--- config.mk ---
export PLATFORM = sky130hd
export DESIGN_NAME = nibble_serial_adder_flat
export DESIGN_NICKNAME = d
export VERILOG_FILES = /design/src/rtl/nibble_serial_adder_pkg.sv /design/src/rtl/nibble_serial_adder_if.sv /design/src/rtl/rca_behavioural.sv /design/src/rtl/nibble_serial_adder.sv /design/src/flat_wrapper.sv
export SDC_FILE = /design/constraint.sdc
export NUM_CORES = 1
export LEC_CHECK = 0
export ABC_AREA = 1
export CORE_MARGIN = 10
export CORE_UTILIZATION = 35
export DETAILED_ROUTE_END_ITERATION = 6
export SYNTH_ARGS = -nofsm -noshare
export SYNTH_HDL_FRONTEND = slang
export SYNTH_SLANG_ARGS = --single-unit
export TNS_END_PERCENT = 10
--- constraint.sdc ---
create_clock -name clk -period 1.6 [get_ports clk]
set_clock_uncertainty 0.15 [all_clocks]
set_input_delay 0.16 -clock clk [delete_from_list [all_inputs] [get_ports clk]]
set_output_delay 0.16 -clock clk [all_outputs]
set_load 0.03 [all_outputs]
--- src/rtl/nibble_serial_adder_pkg.sv ---
// Shared definitions for the nibble-serial adder: nibble width, FSM
// state encoding and the nibble counter width helper.
package nibble_serial_adder_pkg;

    localparam int NIBBLE_W = 4;

    typedef enum logic [1:0] {
        IDLE = 2'd0,
        RUN  = 2'd1,
        DONE = 2'd2
    } state_t;

    // A one-nibble operand still needs a one-bit counter.
    function automatic int cntWidth(input int numNibbles);
        return (numNibbles <= 1) ? 1 : $clog2(numNibbles);
    endfunction

endpackage

--- src/rtl/nibble_serial_adder_if.sv ---
// Operand and result handshakes of the nibble-serial adder. The master
// side is the producer/consumer; the slave side is the adder itself.
interface nibble_serial_adder_if #(
    parameter int WIDTH = 16
);
    logic             in_valid;
    logic             in_ready;
    logic [WIDTH-1:0] a;
    logic [WIDTH-1:0] b;
    logic             cin;
    logic             out_valid;
    logic             out_ready;
    logic [WIDTH-1:0] sum;
    logic             cout;
    logic             overflow;

    modport master (
        output in_valid, a, b, cin, out_ready,
        input  in_ready, out_valid, sum, cout, overflow
    );

    modport slave (
        input  in_valid, a, b, cin, out_ready,
        output in_ready, out_valid, sum, cout, overflow
    );
endinterface

--- src/rtl/rca_behavioural.sv ---
// Behavioural 4-bit ripple-carry adder. Purely combinational; the
// caller registers its inputs and outputs.
module rca_behavioural (
    input  logic [3:0] i_a,
    input  logic [3:0] i_b,
    input  logic       i_cin,
    output logic [3:0] o_sum,
    output logic       o_cout
);
    logic [4:0] w_full;

    assign w_full = {1'b0, i_a} + {1'b0, i_b} + {4'b0000, i_cin};
    assign o_sum  = w_full[3:0];
    assign o_cout = w_full[4];
endmodule

--- src/rtl/nibble_serial_adder.sv ---
// Multi-word adder that sequences WIDTH-bit operands through a single
// 4-bit adder, LSB nibble first, carrying between nibbles in a register.
module nibble_serial_adder
    import nibble_serial_adder_pkg::*;
#(
    parameter int WIDTH = 16
) (
    input  logic                  clk,
    input  logic                  rst_n,
    nibble_serial_adder_if.slave  bus
);
    localparam int N  = WIDTH / NIBBLE_W;
    localparam int CW = cntWidth(N);

    state_t              r_state;
    state_t              w_nextState;
    logic [WIDTH-1:0]    r_aShift;
    logic [WIDTH-1:0]    r_bShift;
    logic [WIDTH-1:0]    r_sumShift;
    logic [WIDTH+3:0]    w_sumConcat;
    logic                r_carry;
    logic [CW-1:0]       r_cnt;
    logic                r_cout;
    logic                r_overflow;
    logic                r_outValid;
    logic [NIBBLE_W-1:0] w_addSum;
    logic                w_addCout;
    logic                w_inReady;
    logic                w_accept;
    logic                w_lastNibble;

    rca_behavioural u_rca (
        .i_a    (r_aShift[NIBBLE_W-1:0]),
        .i_b    (r_bShift[NIBBLE_W-1:0]),
        .i_cin  (r_carry),
        .o_sum  (w_addSum),
        .o_cout (w_addCout)
    );

    assign w_inReady    = (r_state == IDLE) && rst_n;
    assign w_accept     = bus.in_valid && w_inReady;
    assign w_lastNibble = (r_cnt == CW'(N - 1));
    // New nibble enters at the top while the register shifts right by one nibble.
    assign w_sumConcat  = {w_addSum, r_sumShift};

    assign bus.in_ready  = w_inReady;
    assign bus.out_valid = r_outValid;
    assign bus.sum       = r_sumShift;
    assign bus.cout      = r_cout;
    assign bus.overflow  = r_overflow;

    // State register with synchronous active-low reset.
    always_ff @(posedge clk) begin
        if (!rst_n) begin
            r_state <= IDLE;
        end else begin
            r_state <= w_nextState;
        end
    end

    // Next-state decode: accept, walk N nibbles, then wait for the consumer.
    always_comb begin
        w_nextState = r_state;
        case (r_state)
            IDLE:    if (w_accept)      w_nextState = RUN;
            RUN:     if (w_lastNibble)  w_nextState = DONE;
            DONE:    if (bus.out_ready) w_nextState = IDLE;
            default:                    w_nextState = IDLE;
        endcase
    end

    // Datapath: operand capture, per-nibble add/shift, and result holding.
    always_ff @(posedge clk) begin
        if (!rst_n) begin
            r_aShift   <= '0;
            r_bShift   <= '0;
            r_sumShift <= '0;
            r_carry    <= 1'b0;
            r_cnt      <= '0;
            r_cout     <= 1'b0;
            r_overflow <= 1'b0;
            r_outValid <= 1'b0;
        end else begin
            case (r_state)
                IDLE: begin
                    if (w_accept) begin
                        r_aShift <= bus.a;
                        r_bShift <= bus.b;
                        r_carry  <= bus.cin;
                        r_cnt    <= '0;
                    end
                end
                RUN: begin
                    r_sumShift <= w_sumConcat[WIDTH+3:NIBBLE_W];
                    r_aShift   <= r_aShift >> NIBBLE_W;
                    r_bShift   <= r_bShift >> NIBBLE_W;
                    r_carry    <= w_addCout;
                    r_cnt      <= r_cnt + CW'(1);
                    if (w_lastNibble) begin
                        r_cout     <= w_addCout;
                        r_overflow <= (r_aShift[NIBBLE_W-1] == r_bShift[NIBBLE_W-1]) &&
                                      (w_addSum[NIBBLE_W-1] != r_aShift[NIBBLE_W-1]);
                        r_outValid <= 1'b1;
                    end
                end
                DONE: begin
                    if (bus.out_ready) begin
                        r_outValid <= 1'b0;
                    end
                end
                default: begin
                    r_outValid <= 1'b0;
                end
            endcase
        end
    end
endmodule

--- src/flat_wrapper.sv ---
// flat-port wrapper written by rule: the top's interface ports become plain ports
module nibble_serial_adder_flat import nibble_serial_adder_pkg::*;
#(
    parameter int WIDTH = 16
)
  (clk, rst_n, bus_in_valid, bus_a, bus_b, bus_cin, bus_out_ready, bus_in_ready, bus_out_valid, bus_sum, bus_cout, bus_overflow);
  nibble_serial_adder_if #(.WIDTH(WIDTH)) bus_i ();
  input  logic clk;
  input  logic rst_n;
  input wire logic [$bits(bus_i.in_valid)-1:0] bus_in_valid;
  input wire logic [$bits(bus_i.a)-1:0] bus_a;
  input wire logic [$bits(bus_i.b)-1:0] bus_b;
  input wire logic [$bits(bus_i.cin)-1:0] bus_cin;
  input wire logic [$bits(bus_i.out_ready)-1:0] bus_out_ready;
  output wire logic [$bits(bus_i.in_ready)-1:0] bus_in_ready;
  output wire logic [$bits(bus_i.out_valid)-1:0] bus_out_valid;
  output wire logic [$bits(bus_i.sum)-1:0] bus_sum;
  output wire logic [$bits(bus_i.cout)-1:0] bus_cout;
  output wire logic [$bits(bus_i.overflow)-1:0] bus_overflow;
  assign bus_i.in_valid = bus_in_valid;
  assign bus_i.a = bus_a;
  assign bus_i.b = bus_b;
  assign bus_i.cin = bus_cin;
  assign bus_i.out_ready = bus_out_ready;
  assign bus_in_ready = bus_i.in_ready;
  assign bus_out_valid = bus_i.out_valid;
  assign bus_sum = bus_i.sum;
  assign bus_cout = bus_i.cout;
  assign bus_overflow = bus_i.overflow;
  nibble_serial_adder #(.WIDTH(WIDTH)) u_core (.clk(clk), .rst_n(rst_n), .bus(bus_i));
endmodule
==> metrics.md, run 1 <==
| Metric | Value |
|---|---|
| Status | `finished with violations` |
| Failing checks | `negative setup slack` |
| Pwr dens | `992.1 nW/um^2` |
| Layout cell share with drive strength beyond 1 | `11.51%` |
| DR pass1 iterations | `4` |
| Die Wd | `103.1 um` |
| Max IR drop VDD | `0.0004749 V` |
| Post-synthesis adder-cell area fraction | `3.729%` |
| Yosys reg bits | `56` |
| Gp weighted congestion | `0.7480` |
| Largest net degree at the start of global routing | `23` |
| Worst slew pin tran | `0.3204 ns` |
| Final #Nets | `433` |
| Met3 usage | `2.748%` |
| Area growth syn-to-layout | `34.54%` |
| Largest family of logic cells by synthesized area | `simple AND/OR/NAND/NOR gates` |
| Starting Density | `35.76%` |
| Met1 global-route usage | `14.20%` |
| Compound-cell area share of the yosys netlist | `14.24%` |
| Worst skew pair latency | `0.30 ns` |
| Routed Antenna Nets | `0` |
| Pint | `2.297 mW` |
| CTS tree | `built` |
| Post-synth EDFFs | `0` |
| Final worst path period need | `1.648 ns` |
| Initial antenna violation count | `0` |
| CP Launch Type | `flip-flop` |
| Critical Path Fanout Max | `2` |
| WS Path Type | `reg -> reg` |
| Sw Ratio | `28.76%` |
| GRT Overall Usage | `11.89%` |
| Hold Slack | `0.2747 ns` |
| Clk network pwr share | `28.2%` |
| Commonest non-fill, non-tap cell in the layout | `nand2_1` |
| Most frequent cells in the layout | `72 x nand2_1, 53 x dfxtp_1, 52 x nor2_1` |
| Mux cell area share after synthesis | `0%` |
| Clk sink count | `56` |
| Cells after DPL | `462` |
| Clock-pin slew on the worst setup and hold paths | `0.09 ns` |
| Final WS setup | `-0.04775 ns` |
| Vias | `2228` |
| Syn Area/Cell | `7.480 sq um` |
| Storage element area | `1125 sq um` |
| CTS buffer count | `5` |
| Async S/R FF share, synth | `0%` |
| I/O pin cnt | `57` |
| Synth warn | `0` |
| Final hold violations | `0` |
| Max-Cap Viols | `0` |
| Die H | `103.1 um` |
| 1st-iter DRT viols | `84` |
| Non-Filler Instances | `471` |
| CTS Buffer Depth | `2` |
| Sw power | `927.5 uW` |
| Comb power frac | `22.6%` |
| Xor and xnor area share after synthesis | `0.3625%` |
| Antenna cells | `0` |
| Root Buffer | `clkbuf_8` |
| Filler Cells Inserted | `690` |
| Most common flop cell mapped by yosys | `dfxtp_1` |
| H-tree depth | `2` |
| Cells after Synth | `323` |
| Post-synthesis cell area | `2416 sq um` |
| Fin crit share | `103.0%` |
| Number of global-route vias before repair | `2240` |
| Hold-fix buffers at CTS | `0` |
| Sequential power share | `49.2%` |
| Pwr Total | `3.225 mW` |
| # port buffers | `56` |
| Post-Syn Nets | `366` |
| Min-Delay Path Class | `in -> reg` |
| Core ar. | `6756 sq um` |
| Routed WL per cell | `13.03 um` |
| Vias per inst | `4.730` |
| Crit path DAT | `1.71 ns` |
| Seq/Total Area, Yosys | `46.40%` |
| Max Freq | `0.6069 GHz` |
| Multi-input gate area | `1087 sq um` |
| Die area | `10630 sq um` |
| Residual DRC | `0` |
| RSZ-0062 raised after global routing | `true` |
| Setup Total Neg Slack | `-0.04889 ns` |
| Setup Viol. Count Final | `2` |
| Rows | `30` |
| Grt ovf | `0` |
| Max-slew violations | `0` |
| Grt peak-use layer | `met2` |
| DPL Wire Length | `4.733 mm` |
| Setup crit end kind | `flip-flop` |
| Post-synthesis simple-gate area fraction | `26.26%` |
| Crit path required time | `1.66 ns` |
| Utilization after layout | `48.11%` |
| Final WL | `6.137 mm` |
| First-pass GRT wire length | `10.25 mm` |
| Met2 usage | `21.06%` |
| Netlist cell types | `28` |
| Relative slew slack | `78.73%` |
| P_leak | `1.480 nW` |
==> path summary, 6_finish.rpt <==
kind | start | to | slack, ns | cells past startpoint
worst max-delay path | u_core.r_carry | u_core.r_carry | -0.05 | 9
worst min-delay path | bus_a[15] | u_core.r_aShift[15] | 0.27 | 3
worst max register to register | u_core.r_carry | u_core.r_carry | -0.05 | 9
worst min register to register | u_core.bus.sum[3] | u_core.bus.sum[3] | 0.31 | 2
==> synthesized netlist by cell type, types with 3 or more instances <==
cell type	n	area (sq um)
nand2_1	72	270.3
dfxtp_1	56	1121
nor2_1	52	195.2
o21ai_0	38	190.2
inv_1	25	93.84
nand3_1	13	65.06
a21oi_1	12	60.06
o22ai_1	10	62.56
nor3_1	6	30.03
buf_2	5	25.02
buf_6	4	45.04
clkbuf_1	4	15.01
ha_1	4	50.05
inv_2	3	11.26
==> cells by family (layout without fill, tap and decap cells) <==
group                      after synthesis  count (layout)
xor gates and xnor gates                 1               1
and+or+nand+nor                        150             150
AOI/OAI and AO/OA                       65              65
adders and majority gates                6               6
DFF                                     56              56
buffers and inverters                   45             113
==> what timing repair did <==
item / CTS / global route
pin swaps: 1 / 0
gates resized for setup: 24 / 1
buffers inserted: 1 / 0
setup endpoints to repair: 23 / 5
==> worst max-delay path: stages (launching register included) <==
cell and delay, ns:
dfxtp_2 0.34, fa_2 0.40, inv_2 0.06, fa_2 0.19, nand3b_1 0.12, nand2_1 0.07
nand2_1 0.06, nand3_1 0.07, nand2_1 0.06, inv_1 0.03
==> power by group through the flow <==
stage / clock (mW) / sequential (mW) / combinational (mW)
2_1_floorplan: 0 / 1.64 / 0.427
3_3_place_gp: 0 / 1.61 / 0.744
3_5_place_dp: 0 / 1.61 / 0.749
4_1_cts: 0.937 / 1.59 / 0.740
5_1_grt: 0.975 / 1.60 / 0.830
6_report: 0.911 / 1.59 / 0.729
==> through the flow <==
stage,area (sq um),setup slack [ns]
final,3251,-0.04775
after global routing,3251,-0.1671
after CTS,3246,-0.06106
after detailed placement,3152,-0.07203
after global placement,3152,-0.04776
after floorplan,2421,0.03343
==> state kept, by name (all words and copies together), names as in the netlist <==
register              cells
u_core.bus.sum           16
u_core.r_carry            1
u_core.bus.overflow       1
u_core.bus.cout           1
u_core.r_state            2
u_core.r_bShift          16
u_core.r_cnt              2
u_core.r_aShift          16
u_core.bus.out_valid      1
==> final cells by class <==
class / instances / share of cell area (%)
tap: 80 / 3.079
clock buffer: 6 / 2.232
multi-input combinational: 222 / 33.45
timing repair buffer: 75 / 21.94
inverter: 30 / 3.618
clock inverter: 2 / 1.078
sequential: 56 / 34.60
==> metal layers <==
| metal | vias to the layer above | share of wire [%] |
|---|---|---|
| met5 | - | 0 |
| met4 | 0 | 0.90 |
| met3 | 6 | 5.8 |
| met2 | 52 | 47 |
| met1 | 999 | 47 |
| li1 | 1171 | - |
Power figures use the tool's default switching activity.
==> inputs of run 2 (changes only) <==
--- a/config.mk
+++ b/config.mk
@@ -9,6 +9,7 @@
 export CORE_MARGIN = 10
 export CORE_UTILIZATION = 35
 export DETAILED_ROUTE_END_ITERATION = 6
+export MAX_ROUTING_LAYER = met4
 export SYNTH_ARGS = -nofsm -noshare
 export SYNTH_HDL_FRONTEND = slang
 export SYNTH_SLANG_ARGS = --single-unit
==> metrics.md, run 2 (synthesized netlist as in run 1, its figures left out) <==
| Metric | Value |
|---|---|
| Die H | `103.1 um` |
| P_leak | `1.480 nW` |
| Max Freq | `0.6071 GHz` |
| Number of global-route vias before repair | `2234` |
| Crit path DAT | `1.71 ns` |
| CTS tree | `built` |
| Root Buffer | `clkbuf_8` |
| CP max-delay cell | `fa_2` |
| Met2 usage | `21.06%` |
| Initial antenna violation count | `0` |
| Relative slew slack | `78.73%` |
| Worst R2R Start | `u_core.r_carry` |
| CTS Buffer Depth | `2` |
| Rows | `30` |
| Critical Path Fanout Max | `2` |
| Clk sink count | `56` |
| Pwr dens | `993.3 nW/um^2` |
| Die area | `10630 sq um` |
| Final hold violations | `0` |
| Reg2reg end | `u_core.r_carry` |
| H-tree depth | `2` |
| GRT Overall Usage | `12.26%` |
| Residual DRC | `0` |
| R2r setup slk | `-0.05 ns` |
| Clock-pin slew on the worst setup and hold paths | `0.10 ns` |
| Met3 usage | `2.279%` |
| Filler Cells Inserted | `690` |
| Most frequent CP cell | `nand2_1` |
| WS Path Type | `reg -> reg` |
| Non-Filler Instances | `471` |
| Core ar. | `6756 sq um` |
| Starting Density | `35.76%` |
| Final WL | `6.166 mm` |
| Min-Delay Path Class | `in -> reg` |
| Max-Cap Viols | `0` |
| First-pass GRT wire length | `10.29 mm` |
| DR pass1 iterations | `4` |
| CTS buffer count | `5` |
| CP Launch Type | `flip-flop` |
| Storage element area | `1125 sq um` |
| Grt ovf | `0` |
| Grt peak-use layer | `met2` |
| Routed Antenna Nets | `0` |
| RSZ-0062 raised after global routing | `true` |
| 1st-iter DRT viols | `85` |
| Setup crit end kind | `flip-flop` |
| Commonest non-fill, non-tap cell in the layout | `nand2_1` |
| Utilization after layout | `48.11%` |
| Cells after DPL | `462` |
| Final #Nets | `433` |
| Worst slew pin tran | `0.3204 ns` |
| Die Wd | `103.1 um` |
| Final worst path period need | `1.647 ns` |
| Area growth syn-to-layout | `34.54%` |
| Setup Viol. Count Final | `2` |
| Hold Slack | `0.2744 ns` |
| Max IR drop VDD | `0.0004754 V` |
| I/O pin cnt | `57` |
| Crit path required time | `1.66 ns` |
| Vias per inst | `4.728` |
| DPL Wire Length | `4.733 mm` |
| Routed WL per cell | `13.09 um` |
| Max-slew violations | `0` |
| CP startpoint | `u_core.r_carry` |
| Multi-input gate area | `1087 sq um` |
| Gp weighted congestion | `0.7575` |
| Worst Setup EP | `u_core.r_carry` |
| Met1 global-route usage | `14.60%` |
| Largest net degree at the start of global routing | `23` |
| Pwr Total | `3.229 mW` |
| Largest stage delay, worst path | `0.40 ns` |
| Vias | `2227` |
| Critical path, cell by cell | `fa_2 -> inv_2 -> fa_2 -> nand3b_1 -> nand2_1 -> nand2_1 -> nand3_1 -> nand2_1 -> inv_1` |
| Status | `finished with violations` |
| FF-to-FF path depth | `9` |
| Layout cell share with drive strength beyond 1 | `11.51%` |
| Most frequent cells in the layout | `72 x nand2_1, 53 x dfxtp_1, 52 x nor2_1` |
| # port buffers | `56` |
| Final WS setup | `-0.04725 ns` |
| Worst skew pair latency | `0.30 ns` |
| Antenna cells | `0` |
| Setup Total Neg Slack | `-0.04991 ns` |
| Fin crit share | `103.0%` |
| Failing checks | `negative setup slack` |
==> run 2: cell counts in the layout (fill, tap and decap cells not counted) <==
No cell type changed its count.
==> run 2: metal layers <==
metal / part of all wire, % / routed length [um] / up-vias
met5: 0 / 0 / -
met4: 0.89 / 55 / 0
met3: 4.7 / 291 / 6
met2: 47 / 2883 / 50
met1: 48 / 2936 / 999
li1: - / - / 1172
==> run 2: area by class of cell <==
class | instances | share of cell area (%)
multi-input combinational | 222 | 33.45
tap | 80 | 3.079
clock buffer | 6 | 2.232
inverter | 30 | 3.618
clock inverter | 2 | 1.078
sequential | 56 | 34.60
timing repair buffer | 75 | 21.94
==> run 2: critical path: cells and delay by family, from the launching register on <==
| kind | cells | cell delay, ns |
|---|---|---|
| buffers and inverters | 2 | 0.09 |
| AND/OR/NAND/NOR | 5 | 0.38 |
| flip-flops | 1 | 0.35 |
| adder cells (fa/ha/maj) | 2 | 0.58 |
==> run 2: stage by stage <==
step / setup WS, ns / area, sq um
6_report: -0.04725 / 3251
5_1_grt: -0.1678 / 3251
4_1_cts: -0.06106 / 3246
3_5_place_dp: -0.07203 / 3152
3_3_place_gp: -0.04776 / 3152
2_1_floorplan: 0.03343 / 2421
==> run 2: worst min-delay path by stage <==
stage                        start                   to  slack [ns]  cells after the start
3_3_place_gp     u_core.bus.sum[3]    u_core.bus.sum[3]        0.29                      2
2_1_floorplan            bus_a[14]  u_core.r_aShift[14]        0.17                      2
6_report                 bus_a[15]  u_core.r_aShift[15]        0.27                      3
4_1_cts                  bus_a[15]  u_core.r_aShift[15]        0.27                      3
3_5_place_dp   u_core.r_aShift[13]  u_core.r_aShift[13]        0.29                      2
5_1_grt                  bus_a[15]  u_core.r_aShift[15]        0.29                      3
==> run 2: timing repair <==
action,CTS,global route
hold buffers,0,0
pin swaps,1,0
setup buffers,1,0
gates resized for setup,24,1
endpoints found under the setup margin,23,5
==> run 2: where the power goes <==
part	total [mW]	switching (mW)	internal, mW	leakage, nW
combinational	0.729	0.412	0.317	0.965
sequential	1.59	0.0706	1.51	0.460
clock	0.914	0.449	0.465	0.0552
total	3.23	0.932	2.30	1.48
